### src/rtl/decim_multi.sv
// ---------------------------------------------------------------------------
// decim_multi
//   Multi-channel decimator for the sonar sample path. Takes a time-interleaved
//   AXI-Stream (channel index on tuser) and emits one beat per R accepted
//   beats of each channel. It has two modes:
//     cfg_mode = 0 : pick, which keeps the first sample of each group.
//     cfg_mode = 1 : accumulate-and-dump, which outputs the group sum shifted
//                    right by cfg_shift and saturated to DATA_W.
//   The output is a single register stage, so nothing on the master side
//   depends combinationally on tuser or tdata.
//
// Ports
//   s_axis_aclk, s_axis_aresetn        clock, async active-low reset
//   cfg_ratio, cfg_mode, cfg_shift     decimation ratio R, mode, dump shift
//   cfg_flush                          clear all per-channel state
//   s_axis_t{data,valid,ready,user,last}  input stream (tuser = channel)
//   m_axis_t{data,valid,ready,user,last}  decimated output stream
// ---------------------------------------------------------------------------
module decim_multi #(
  parameter int DATA_W    = 24,
  parameter int CH_W      = 3,
  parameter int MAX_RATIO = 16,
  parameter int RATIO_W   = 5,
  parameter int ACC_W     = DATA_W + $clog2(MAX_RATIO),
  localparam int SH_W     = $clog2(ACC_W)
) (
  input  logic                s_axis_aclk,
  input  logic                s_axis_aresetn,
  input  logic [RATIO_W-1:0]  cfg_ratio,
  input  logic                cfg_mode,
  input  logic [SH_W-1:0]     cfg_shift,
  input  logic                cfg_flush,
  input  logic [DATA_W-1:0]   s_axis_tdata,
  input  logic                s_axis_tvalid,
  output logic                s_axis_tready,
  input  logic [CH_W-1:0]     s_axis_tuser,
  input  logic                s_axis_tlast,
  output logic [DATA_W-1:0]   m_axis_tdata,
  output logic                m_axis_tvalid,
  input  logic                m_axis_tready,
  output logic [CH_W-1:0]     m_axis_tuser,
  output logic                m_axis_tlast
);

  localparam int NCH   = 2 ** CH_W;
  localparam int CNT_W = (MAX_RATIO > 1) ? $clog2(MAX_RATIO) : 1;

  logic [CNT_W-1:0]        cnt   [NCH];
  logic signed [ACC_W-1:0] acc   [NCH];
  logic                    lastf [NCH];

  logic                    accept;
  logic [RATIO_W-1:0]      r_eff;
  logic [RATIO_W-1:0]      r_m1;
  logic [CNT_W-1:0]        cnt_cur;
  logic                    wrap;
  logic signed [ACC_W-1:0] sum;
  logic signed [ACC_W-1:0] shifted;
  logic [ACC_W-DATA_W:0]   upper;
  logic [DATA_W-1:0]       sat;
  logic                    emit;
  logic [DATA_W-1:0]       out_data;
  logic                    out_last;

  assign s_axis_tready = !m_axis_tvalid || m_axis_tready;
  assign accept        = s_axis_tvalid && s_axis_tready;

  always_comb begin
    r_eff    = cfg_ratio;
    r_m1     = '0;
    cnt_cur  = '0;
    wrap     = 1'b0;
    sum      = '0;
    shifted  = '0;
    upper    = '0;
    sat      = '0;
    emit     = 1'b0;
    out_data = '0;
    out_last = 1'b0;

    if (cfg_ratio == '0)
      r_eff = RATIO_W'(1);
    else if (cfg_ratio > RATIO_W'(MAX_RATIO))
      r_eff = RATIO_W'(MAX_RATIO);
    r_m1 = r_eff - 1'b1;

    cnt_cur = cnt[s_axis_tuser];
    // A counter left above a freshly lowered ratio also wraps here.
    wrap    = (RATIO_W'(cnt_cur) >= r_m1);

    sum     = acc[s_axis_tuser] + {{(ACC_W-DATA_W){s_axis_tdata[DATA_W-1]}}, s_axis_tdata};
    shifted = sum >>> cfg_shift;

    // The value fits DATA_W when every bit from the DATA_W sign bit upward
    // agrees; otherwise clamp toward the sign of the full-width result.
    upper = shifted[ACC_W-1:DATA_W-1];
    if (upper == '0 || upper == '1)
      sat = shifted[DATA_W-1:0];
    else if (shifted[ACC_W-1])
      sat = {1'b1, {(DATA_W-1){1'b0}}};
    else
      sat = {1'b0, {(DATA_W-1){1'b1}}};

    if (cfg_mode) begin
      emit     = wrap;
      out_data = sat;
    end else begin
      emit     = (cnt_cur == '0);
      out_data = s_axis_tdata;
    end
    out_last = lastf[s_axis_tuser] | s_axis_tlast;
  end

  // Per-channel state. Flush beats any same-cycle accept.
  always_ff @(posedge s_axis_aclk or negedge s_axis_aresetn) begin
    if (!s_axis_aresetn) begin
      for (int i = 0; i < NCH; i++) begin
        cnt[i]   <= '0;
        acc[i]   <= '0;
        lastf[i] <= 1'b0;
      end
    end else if (cfg_flush) begin
      for (int i = 0; i < NCH; i++) begin
        cnt[i]   <= '0;
        acc[i]   <= '0;
        lastf[i] <= 1'b0;
      end
    end else if (accept) begin
      cnt[s_axis_tuser]   <= wrap ? '0 : cnt_cur + 1'b1;
      lastf[s_axis_tuser] <= emit ? 1'b0 : out_last;
      if (cfg_mode)
        acc[s_axis_tuser] <= wrap ? '0 : sum;
    end
  end

  // Output register: load on an emitting accept, otherwise drain on ready.
  always_ff @(posedge s_axis_aclk or negedge s_axis_aresetn) begin
    if (!s_axis_aresetn) begin
      m_axis_tvalid <= 1'b0;
      m_axis_tdata  <= '0;
      m_axis_tuser  <= '0;
      m_axis_tlast  <= 1'b0;
    end else if (accept && emit && !cfg_flush) begin
      m_axis_tvalid <= 1'b1;
      m_axis_tdata  <= out_data;
      m_axis_tuser  <= s_axis_tuser;
      m_axis_tlast  <= out_last;
    end else if (m_axis_tready) begin
      m_axis_tvalid <= 1'b0;
    end
  end

endmodule

### config.mk
export PLATFORM = sky130hd
export DESIGN_NAME = decim_multi
export DESIGN_NICKNAME = d
export VERILOG_FILES = /design/src/rtl/decim_multi.sv
export SDC_FILE = /design/constraint.sdc
export NUM_CORES = 1
export LEC_CHECK = 0
export ABC_AREA = 1
export CORE_MARGIN = 3
export CORE_UTILIZATION = 45
export CTS_CLUSTER_SIZE = 40
export DETAILED_ROUTE_END_ITERATION = 8
export PLACE_DENSITY_LB_ADDON = 0.15
export SYNTH_ARGS = -nofsm -noshare
export SYNTH_HDL_FRONTEND = slang
export SYNTH_SLANG_ARGS = --single-unit
### constraint.sdc
create_clock -name s_axis_aclk -period 2.9 [get_ports s_axis_aclk]
set_input_delay 0.29 -clock s_axis_aclk [delete_from_list [all_inputs] [get_ports s_axis_aclk]]
set_output_delay 0.29 -clock s_axis_aclk [all_outputs]
set_load 0.1 [all_outputs]
## Word-level counts from Yosys, hierarchy flattened

Index checks and enable logic that the tools add are counted.

- Input port bits: 44
- Flip-flop bits (word level): 293

- $lt $le $gt $ge: 4
- Shift-type cells: 1
- Eq/ne operators: 1
- Multiplexer cells: 36
- Reductions and logical operators: 15
- Bitwise gates (word level): 2
- Add/subtract/negate cells: 3

Operator list:

| cell | count |
|---|---|
| 224-bit two-way mux | 3 |
| 224-bit bitwise mux | 1 |
| 28-bit two-way mux | 4 |
| 28-bit binary-select mux with 3-bit select | 1 |
| 28-bit demux with 3-bit select | 1 |
| 24-bit two-way mux | 3 |
| 32-bit two-way mux | 2 |
| 32-bit bitwise mux | 1 |
| 28-bit adder | 1 |
| 28-bit by 5-bit >>> shifter with 28-bit output | 1 |
| 4-bit two-way mux | 4 |
| 8-bit two-way mux | 2 |
| 4-bit binary-select mux with 3-bit select | 1 |
| 4-bit demux with 3-bit select | 1 |
| 5-bit logical NOT | 2 |
| 5-bit two-way mux | 2 |
| 8-bit bitwise mux | 1 |
| 1-bit two-way mux | 7 |
| 2-bit nonzero test | 3 |
| 5-bit == test (second input constant) | 1 |
| 4-bit by 5-bit >= comparator with 1-bit output | 1 |
| 5-bit greater-than comparator (second input constant) | 1 |
| 5-bit by 1-bit subtractor with 5-bit output (second input constant) | 1 |
| 4-bit by 1-bit adder with 4-bit output (second input constant) | 1 |
| other kinds (11) | 16 |

## Longest topological paths before layout

Gate-level depths: netlist of the first run.

- Depth in word-level cells: 10
- Depth in mapped cells: 34
- Depth with buffers taken out: 32

## Worst setup path after synthesis of the first run

Ideal clock, no wire load.

- Path kind: in2reg
- Start: input port s_axis_tuser[1]
- End: register m_axis_tdata[9]
- Data arrival time: 4.125 ns
- Stages on the path: 32
- Slack: -1.348 ns
- Library setup time: 0.123 ns
- Required time: 2.777 ns
- Cells stage by stage: buf_2 > inv_2 > nor3_2 > clkinv_1 > clkbuf_1 > o22ai_1 > a221oi_1 > o2111ai_1 > ha_1 > inv_1 > fa_1 > inv_1 > nand3_1 > nand2_1 > nand2_1 > nand2_2 > nand2_1 > nand3_1 > nand2_1 > nand3_1 > nand3_1 > nand3_1 > nand2_1 > nand2_1 > nand4_2 > nand2_4 > nand3_1 > clkinv_1 > nand2_2 > nand2_2 > buf_6 > o21ai_2

- Longest elaborated chain between the ends: 10
- Elaborated cells on any way between the ends: 20
- Classes of those cells: add/sub (1); order compare (1); eq/ne (1); shift (1); mux (10); bitwise (1); reduce/logical (5)

RTL lines:

| item | RTL line | source |
|---|---|---|
| start, declared | 36 | `input logic [CH_W-1:0] s_axis_tuser,` |
| 3-bit inverter with 4-bit output (implied by the code) * | 87, 91 |  |
| 28-bit binary-select mux with 3-bit select | 91 | `sum = acc[s_axis_tuser] + {{(ACC_W-DATA_W){s_axis_tdata[DATA_W-1]}}, s_axis_tdata};` |
| 28-bit two-way mux (implied by the code) (2 in series) | 91 |  |
| 28-bit adder | 91 |  |
| 28-bit by 5-bit >>> shifter with 28-bit output | 92 | `shifted = sum >>> cfg_shift;` |
| 5-bit == test or 5-bit logical NOT (tied branches) | 97 | `if (upper == '0 \|\| upper == '1)` |
| 1-bit logical OR | 97 |  |
| 24-bit two-way mux | 97 |  |
| 24-bit two-way mux | 104 | `if (cfg_mode) begin` |
| end signal, assigned | 145 | `m_axis_tdata <= out_data;` |
| end, declared | 38 | `output logic [DATA_W-1:0] m_axis_tdata,` |

Every way passes the cells marked *; elsewhere a longest branch is shown, timed or not. The select of a mux whose other input is x is not followed.
A chain may end at the register's enable or synchronous reset.

## Worst setup path after layout of the first run

- Start: input port s_axis_tuser[1]
- End: register m_axis_tdata[3]

Same word-level chain as after synthesis.

==> flow_summary.toml, run 1 <==
[outcome]
status = "complete, but fails checks"
violations = "setup timing"

[timing]
relSlewSlack_pct = 49.4
hold_viol_final = 0
rsz0062_at_grt = "yes"
slew_viol_final = 0
min_period_over_period_pct = 126
fmax_mhz = 273
tightest_slew_ns = 0.751
skew_ns = 0.0284
holdWs_ns = 0.162
finalSetupViolations = 154
fin_crit_ns = 3.66
worst_slack_ns = -0.762

[cts]
path_clk_slew_ns = 0.06
clkSinkCount = 293
root_buffer = "clkbuf_16"
worstSkewPairLatency_ns = 0.55
max-clock-path-buffers = 3
cts_htree_levels = 2
cts_buffers = 35
cts_tree = "built"

[power_and_ir_drop]
irDropWorstVdd_uv = 435
power.leakage_nw = 11.7
power.density_nw_per_um2 = 460

[global_route]
gr-usage-all-layers_pct = 33.3
grt_max_degree = 84
grt_pass1_vias = 17500
grt_pass1_wl_um = 100000
grt_overflow = 0
antenna_found_initial = 0

[synth]
synth_cell_type_count = 47
ys_warn_count = 0
syn-cell-area_um2 = 16400
yosysSeqAreaShare_pct = 44.6
synth-seq-cells = 293
postSynthCellCount = 2113
syn_area_per_cell_um2 = 7.78
syn_nets = 2192

[critical_path]
worstPathMaxFanout = 7
critPathSlowestCell = "fa_2"
start_kind = "input port"
end_kind = "flip-flop"
r2r_cells = 26
critical-path-max-stage-delay_ns = 0.35
cp_common_cell = "nand2_4"
worstSetupPathType = "in -> reg"
worstPathRequired_ns = 3.36
arrival_ns = 4.12

[detailed_routing]
drt-initial-drc-count = 1723
wl_um = 69800
antenna_left = 0
drc_errors = 0
vias = 18200
avgRoutedWirePerCell_um = 22.8
viasPerCell = 5.95
drt-pass1-iter-count = 5

[floorplanning]
die_h_um = 197
die_area_um2 = 38900
start_util_pct = 46.0
num_rows = 69
die_width_um = 197
ios = 74
coreArea_um2 = 35700

[place]
portBuffers = 73
hpwl_um = 43500
place_congestion = 0.951
dp.cells = 2916
pre_cts_slack_ns = -2.15

[job]
cap_violations = 0

[min_path]
hp-class = "in -> reg"
holdPathStages = 4

[layout]
nets = 2660
antennaDiodeCount = 0
final_cells = 3065
drive_gt1_share_pct = 46.8
area.growth.synth_to_final_pct = 60.2
[area by class of cell]
class | count | area, um^2
Multi-Input combinational cell | 1319 | 10900
Fill cell | 2403 | 9420
Sequential cell | 293 | 7330
Timing Repair Buffer | 528 | 4850
Inverter | 404 | 1550
Clock buffer | 47 | 981
Tap cell | 461 | 577
Clock inverter | 13 | 130
[per-stage QoR]
stage	util (%)	cell area [um^2]	TNS (ns)	power, mW
global placement	57.4	20500	-364.33	7.16
global route	73.7	26300	-43.62	12.5
detailed placement	57.4	20500	-367.62	7.18
CTS	67.2	24000	-21.21	11.8
floorplan	-	16700	-32.82	6.06
finish	73.7	26300	-25.24	12.1
[worst paths after layout]
kind,startpoint,slack (ns),endpoint
worst max-delay path,s_axis_tuser[1],-0.76,m_axis_tdata[3]
worst min-delay path,s_axis_tuser[0],0.16,m_axis_tuser[0]
worst max register to register,acc[168],-0.71,m_axis_tdata[5]
worst min register to register,m_axis_tdata[8],0.47,m_axis_tdata[8]
max in group asynchronous,s_axis_aresetn,1.64,acc[138]
min in group asynchronous,s_axis_aresetn,0.27,lastf[4]
[cell usage after synthesis (all sizes together)]
| cell | count | area [um^2] |
|---|---|---|
| or2 | 20 | 125 |
| o21a | 2 | 15.0 |
| a221oi | 30 | 263 |
| o21bai | 1 | 7.51 |
| or4 | 2 | 15.0 |
| nand2 | 448 | 1760 |
| a21oi | 42 | 225 |
| o21ai | 73 | 407 |
| nand3b | 2 | 15.0 |
| mux2i | 1 | 10.0 |
| nor3 | 10 | 75.1 |
| nor2 | 96 | 378 |
| a21boi | 1 | 7.51 |
| fa | 1 | 20.0 |
| o2111ai | 21 | 184 |
| o211ai | 6 | 45.0 |
| a31oi | 3 | 18.8 |
| xor2 | 8 | 70.1 |
| clkbuf | 75 | 282 |
| o32ai | 1 | 8.76 |
| dfrtp | 293 | 7330 |
| nand3 | 146 | 756 |
| a311oi | 1 | 8.76 |
| nand4 | 25 | 163 |
| and2 | 2 | 12.5 |
| xnor2 | 6 | 52.6 |
| a2111oi | 1 | 8.76 |
| o22ai | 313 | 1960 |
| ha | 34 | 425 |
| buf | 24 | 116 |
| inv | 398 | 1490 |
| clkinv | 6 | 22.5 |
| a22oi | 21 | 158 |
[where the power goes]
| part | total (mW) | switching (mW) | internal, mW |
|---|---|---|---|
| Combinational | 3.48 | 2.32 | 1.16 |
| Clock | 4.29 | 1.81 | 2.48 |
| Sequential | 4.33 | 0.0899 | 4.24 |
| Total | 12.1 | 4.22 | 7.88 |
[layout by cell type, fill, tap and decap left out, types with 19 or more instances in the layout]
cell             netlist  final
o21ai_0               50     27
ha_4                   0     26
nand2_1              430    281
buf_4                  1    383
clkdlybuf4s50_1        0     39
nand2_8                0     19
nor2_1                89     65
nand2_2               12    106
o21ai_2               11     31
nand2_4                6     44
buf_6                  2     57
buf_12                 0     29
nand3_2                5     48
inv_1                381    340
inv_2                 17     51
nand3_1              141     83
dfrtp_1              293    293
o22ai_1              313    144
clkbuf_16              0     36
o22ai_2                0    155
nand4_1               24     24
a221oi_2               0     24
[metal layers]
layer | global-route usage (%) | vias up | part of all wire (%)
met5 | 0 | - | 0
met1 | 46.4 | 8949 | 40
met3 | 5.82 | 231 | 9.1
met2 | 52.0 | 928 | 46
li1 | - | 8127 | -
met4 | 13.3 | 0 | 5.4
[repair_timing]
action                                  4_1_cts  5_1_grt
gates resized for setup                     400      448
pin swaps                                   149      181
endpoints found under the setup margin      293      293
setup buffers                                84       39
hold buffers                                  1        0
hold endpoints to repair                     61        0
cloned                                        5        3
[registers in the layout (all words and copies together), names as in the netlist]
register and flops:
m_axis_tdata 24, acc 224, m_axis_tvalid 1, m_axis_tuser 3
cnt 32, lastf 8, m_axis_tlast 1
[critical path: cells and delay by family]
kind	cells	cell delay (ns)
AOI/OAI and AO/OA	4	0.54
adders and majority gates	2	0.54
buffers and inverters	6	0.71
and+or+nand+nor	19	2.02
[kinds of logic (layout without fill, tap and decap cells)]
family	Yosys count	after routing	share of synthesized area, %
adder cells (fa/ha/maj)	35	35	2.71
AND/OR/NAND/NOR	751	753	20.1
buffers and inverters	503	992	11.6
XOR/XNOR	14	14	0.746
AO/OA/AOI/OAI	516	516	20.2
flip-flops	293	293	44.6
multiplexers	1	1	0.0609
No activity file was read; power rests on OpenSTA's default activity.
==> run 2: changes to the inputs <==
==> constraint.sdc (replaced) <==
create_clock -name s_axis_aclk -period 3.5 [get_ports s_axis_aclk]
set_input_delay 0.35 -clock s_axis_aclk [delete_from_list [all_inputs] [get_ports s_axis_aclk]]
set_output_delay 0.35 -clock s_axis_aclk [all_outputs]
set_load 0.1 [all_outputs]
==> run 2 against run 1 <==
Against the previous run:
- the flow still finishes with violations (setup timing)
- combinational power down 23%
- non-clock buffer count fell by 9
- clock power down 18%
- critical path type unchanged
- critical endpoint is now m_axis_tdata[2]
- sequential power down 17%
- utilization down 5.2 points
- count of clock-buffer cells in the layout is 3 higher
- worst setup slack improved by 0.56 ns
- critical path depth is 2 higher
- largest power group unchanged
==> flow_summary.toml, run 2 (same netlist as run 1, synthesis figures left out) <==
[timing]
slew_viol_final = 0
finalSetupViolations = 23
relSlewSlack_pct = 32.7
tightest_slew_ns = 1.01
hold_viol_final = 0
fin_crit_ns = 3.70
worst_slack_ns = -0.197
skew_ns = 0.0301
holdWs_ns = 0.335
rsz0062_at_grt = "yes"
fmax_mhz = 270
min_period_over_period_pct = 106

[min_path]
holdPathStages = 5
hp-class = "in -> reg"
min-delay-start = "s_axis_tuser[2]"
hold_end = "m_axis_tuser[2]"

[power_and_ir_drop]
power_frac_seq_pct = 36.7
comb_power_share_pct = 27.5
irDropWorstVdd_uv = 429
sw_frac_of_total_pct = 33.9
total_power_mw = 9.77
clockPowerShare_pct = 35.8
p_sw_mw = 3.31
power.density_nw_per_um2 = 400
power.leakage_nw = 11.3
internal_power_mw = 6.46

[layout]
drive_gt1_share_pct = 35.3
final_common_cell = "buf_4"
nets = 2651
final_cell_mix = "buf_4 (386), inv_1 (362), nand2_1 (336)"
final_area_um2 = 24500
antennaDiodeCount = 0
largest-register = "acc"
final_cells = 3053
area.growth.synth_to_final_pct = 48.9
top_regs = "acc (224), cnt (32), m_axis_tdata (24)"
largest_register_ffs = 224

[floorplanning]
coreArea_um2 = 35700
num_rows = 69
die_width_um = 197
die_h_um = 197
die_area_um2 = 38900
start_util_pct = 46.0
ios = 74

[global_route]
grt_overflow = 0
antenna_found_initial = 0
grt_max_degree = 96
gr-usage-all-layers_pct = 32.8
grt_pass1_vias = 17200
grt_pass1_wl_um = 99400

[critical_path]
arrival_ns = 4.15
r2r_cells = 27
timing.rr.start = "acc[211]"
cp_num_buf_inv = 10
worstPathMaxFanout = 6
cp_common_cell = "nand2_2"
critPathSlowestCell = "nor3_4"
ff2ff_setup_slack_ns = -0.19
end_kind = "flip-flop"
worstSetupPathType = "in -> reg"
crit_family = "simple AND/OR/NAND/NOR gates"
critical-path-max-stage-delay_ns = 0.35
worstPathRequired_ns = 3.96
r2r-end = "m_axis_tdata[2]"
start_kind = "input port"

[cts]
root_buffer = "clkbuf_16"
path_clk_slew_ns = 0.06
cts_tree = "built"
clkSinkCount = 293
worstSkewPairLatency_ns = 0.54
max-clock-path-buffers = 3
cts_buffers = 34
cts_htree_levels = 2

[detailed_routing]
viasPerCell = 5.76
avgRoutedWirePerCell_um = 21.5
antenna_left = 0
drc_errors = 0
drt-initial-drc-count = 1635
wl_um = 65800
drt-pass1-iter-count = 6
vias = 17600

[job]
cap_violations = 0

[outcome]
violations = "setup timing"
status = "complete, but fails checks"

[place]
place_congestion = 0.941
portBuffers = 73
hpwl_um = 43400
placed_area_um2 = 20400
dp.cells = 2909
-- run 2: cell types whose count changed in the layout (fill, tap and decap cells not counted), sizes merged --
cell,change
buf,-37
bufinv,-1
clkbuf,+2
clkdlybuf4s50,+29
clkinv,-1
clkinvlp,-3
inv,-1
-- run 2: layer usage --
layer  global-route usage, %  vias up  routed length (um)
met3                    4.96      187                5140
met4                    11.9        0                2750
met2                    52.1      832               29600
li1                        -     8079                   -
met5                       0        -                   0
met1                    45.9     8501               28300
-- run 2: power groups by stage --
stage	combinational [mW]	sequential, mW	clock (mW)
after detailed placement	2.33	3.64	0
final	2.69	3.58	3.50
after global routing	2.82	3.60	3.66
after CTS	2.54	3.58	3.53
after global placement	2.32	3.64	0
after floorplan	0.755	4.26	0
-- run 2: worst max path at each step --
stage / cells after the start / slack, ns / from / end
floorplan: 32 / -0.30 / s_axis_tuser[1] / m_axis_tdata[9]
global placement: 28 / -1.50 / s_axis_tuser[0] / m_axis_tdata[22]
detailed placement: 30 / -1.50 / s_axis_tuser[0] / m_axis_tdata[7]
CTS: 33 / -0.1 / s_axis_tuser[1] / m_axis_tdata[18]
global route: 33 / -0.37 / s_axis_tuser[0] / m_axis_tdata[13]
finish: 33 / -0.20 / s_axis_tuser[0] / m_axis_tdata[2]
-- run 2: through the flow --
step           util, %  setup TNS (ns)  setup WS, ns
6_report          68.4           -3.53        -0.197
3_5_place_dp      57.2         -191.97         -1.50
5_1_grt           68.4           -7.29        -0.365
4_1_cts           65.6           -1.79       -0.0998
2_1_floorplan        -           -6.03        -0.302
3_3_place_gp      57.2         -175.68         -1.50
-- run 2: layout make-up --
type | instances | area (um^2)
flip-flops and latches | 293 | 7330
repair inverters | 1 | 8.76
clock inverters | 6 | 52.6
clock buffers | 50 | 1030
well taps | 461 | 577
fillers | 2846 | 11300
inverters | 404 | 1570
multi-input cells | 1319 | 9290
repair buffers | 519 | 4610
-- run 2: worst reg2reg max path, cell delays in order, from the launching register on --
cell     delay (ns)
dfrtp_1        0.38
inv_2          0.06
o22ai_2        0.09
or4_4          0.58
ha_4           0.30
nand2_1        0.10
nand2_2        0.07
a21oi_2        0.18
nand2_2        0.11
a21oi_4        0.17
nand2_2        0.08
nand2_2        0.09
nand3_2        0.10
nand2_2        0.13
nand2_2        0.06
nand2_2        0.09
nand2_2        0.06
buf_4          0.15
buf_4          0.12
buf_4          0.12
buf_4          0.12
nand3_2        0.07
nand2_1        0.07
nor2_2         0.10
nor2_2         0.05
nand2_1        0.07
nand2_1        0.05
nand2_1        0.05
-- run 2: what timing repair did --
action | 4_1_cts | 5_1_grt
gates resized for setup | 294 | 193
gates cloned | 7 | 1
buffers inserted | 58 | 26
setup endpoints to repair | 180 | 53
hold buffers | 1 | 0
pin swaps | 68 | 138
hold endpoints to repair | 92 | 0
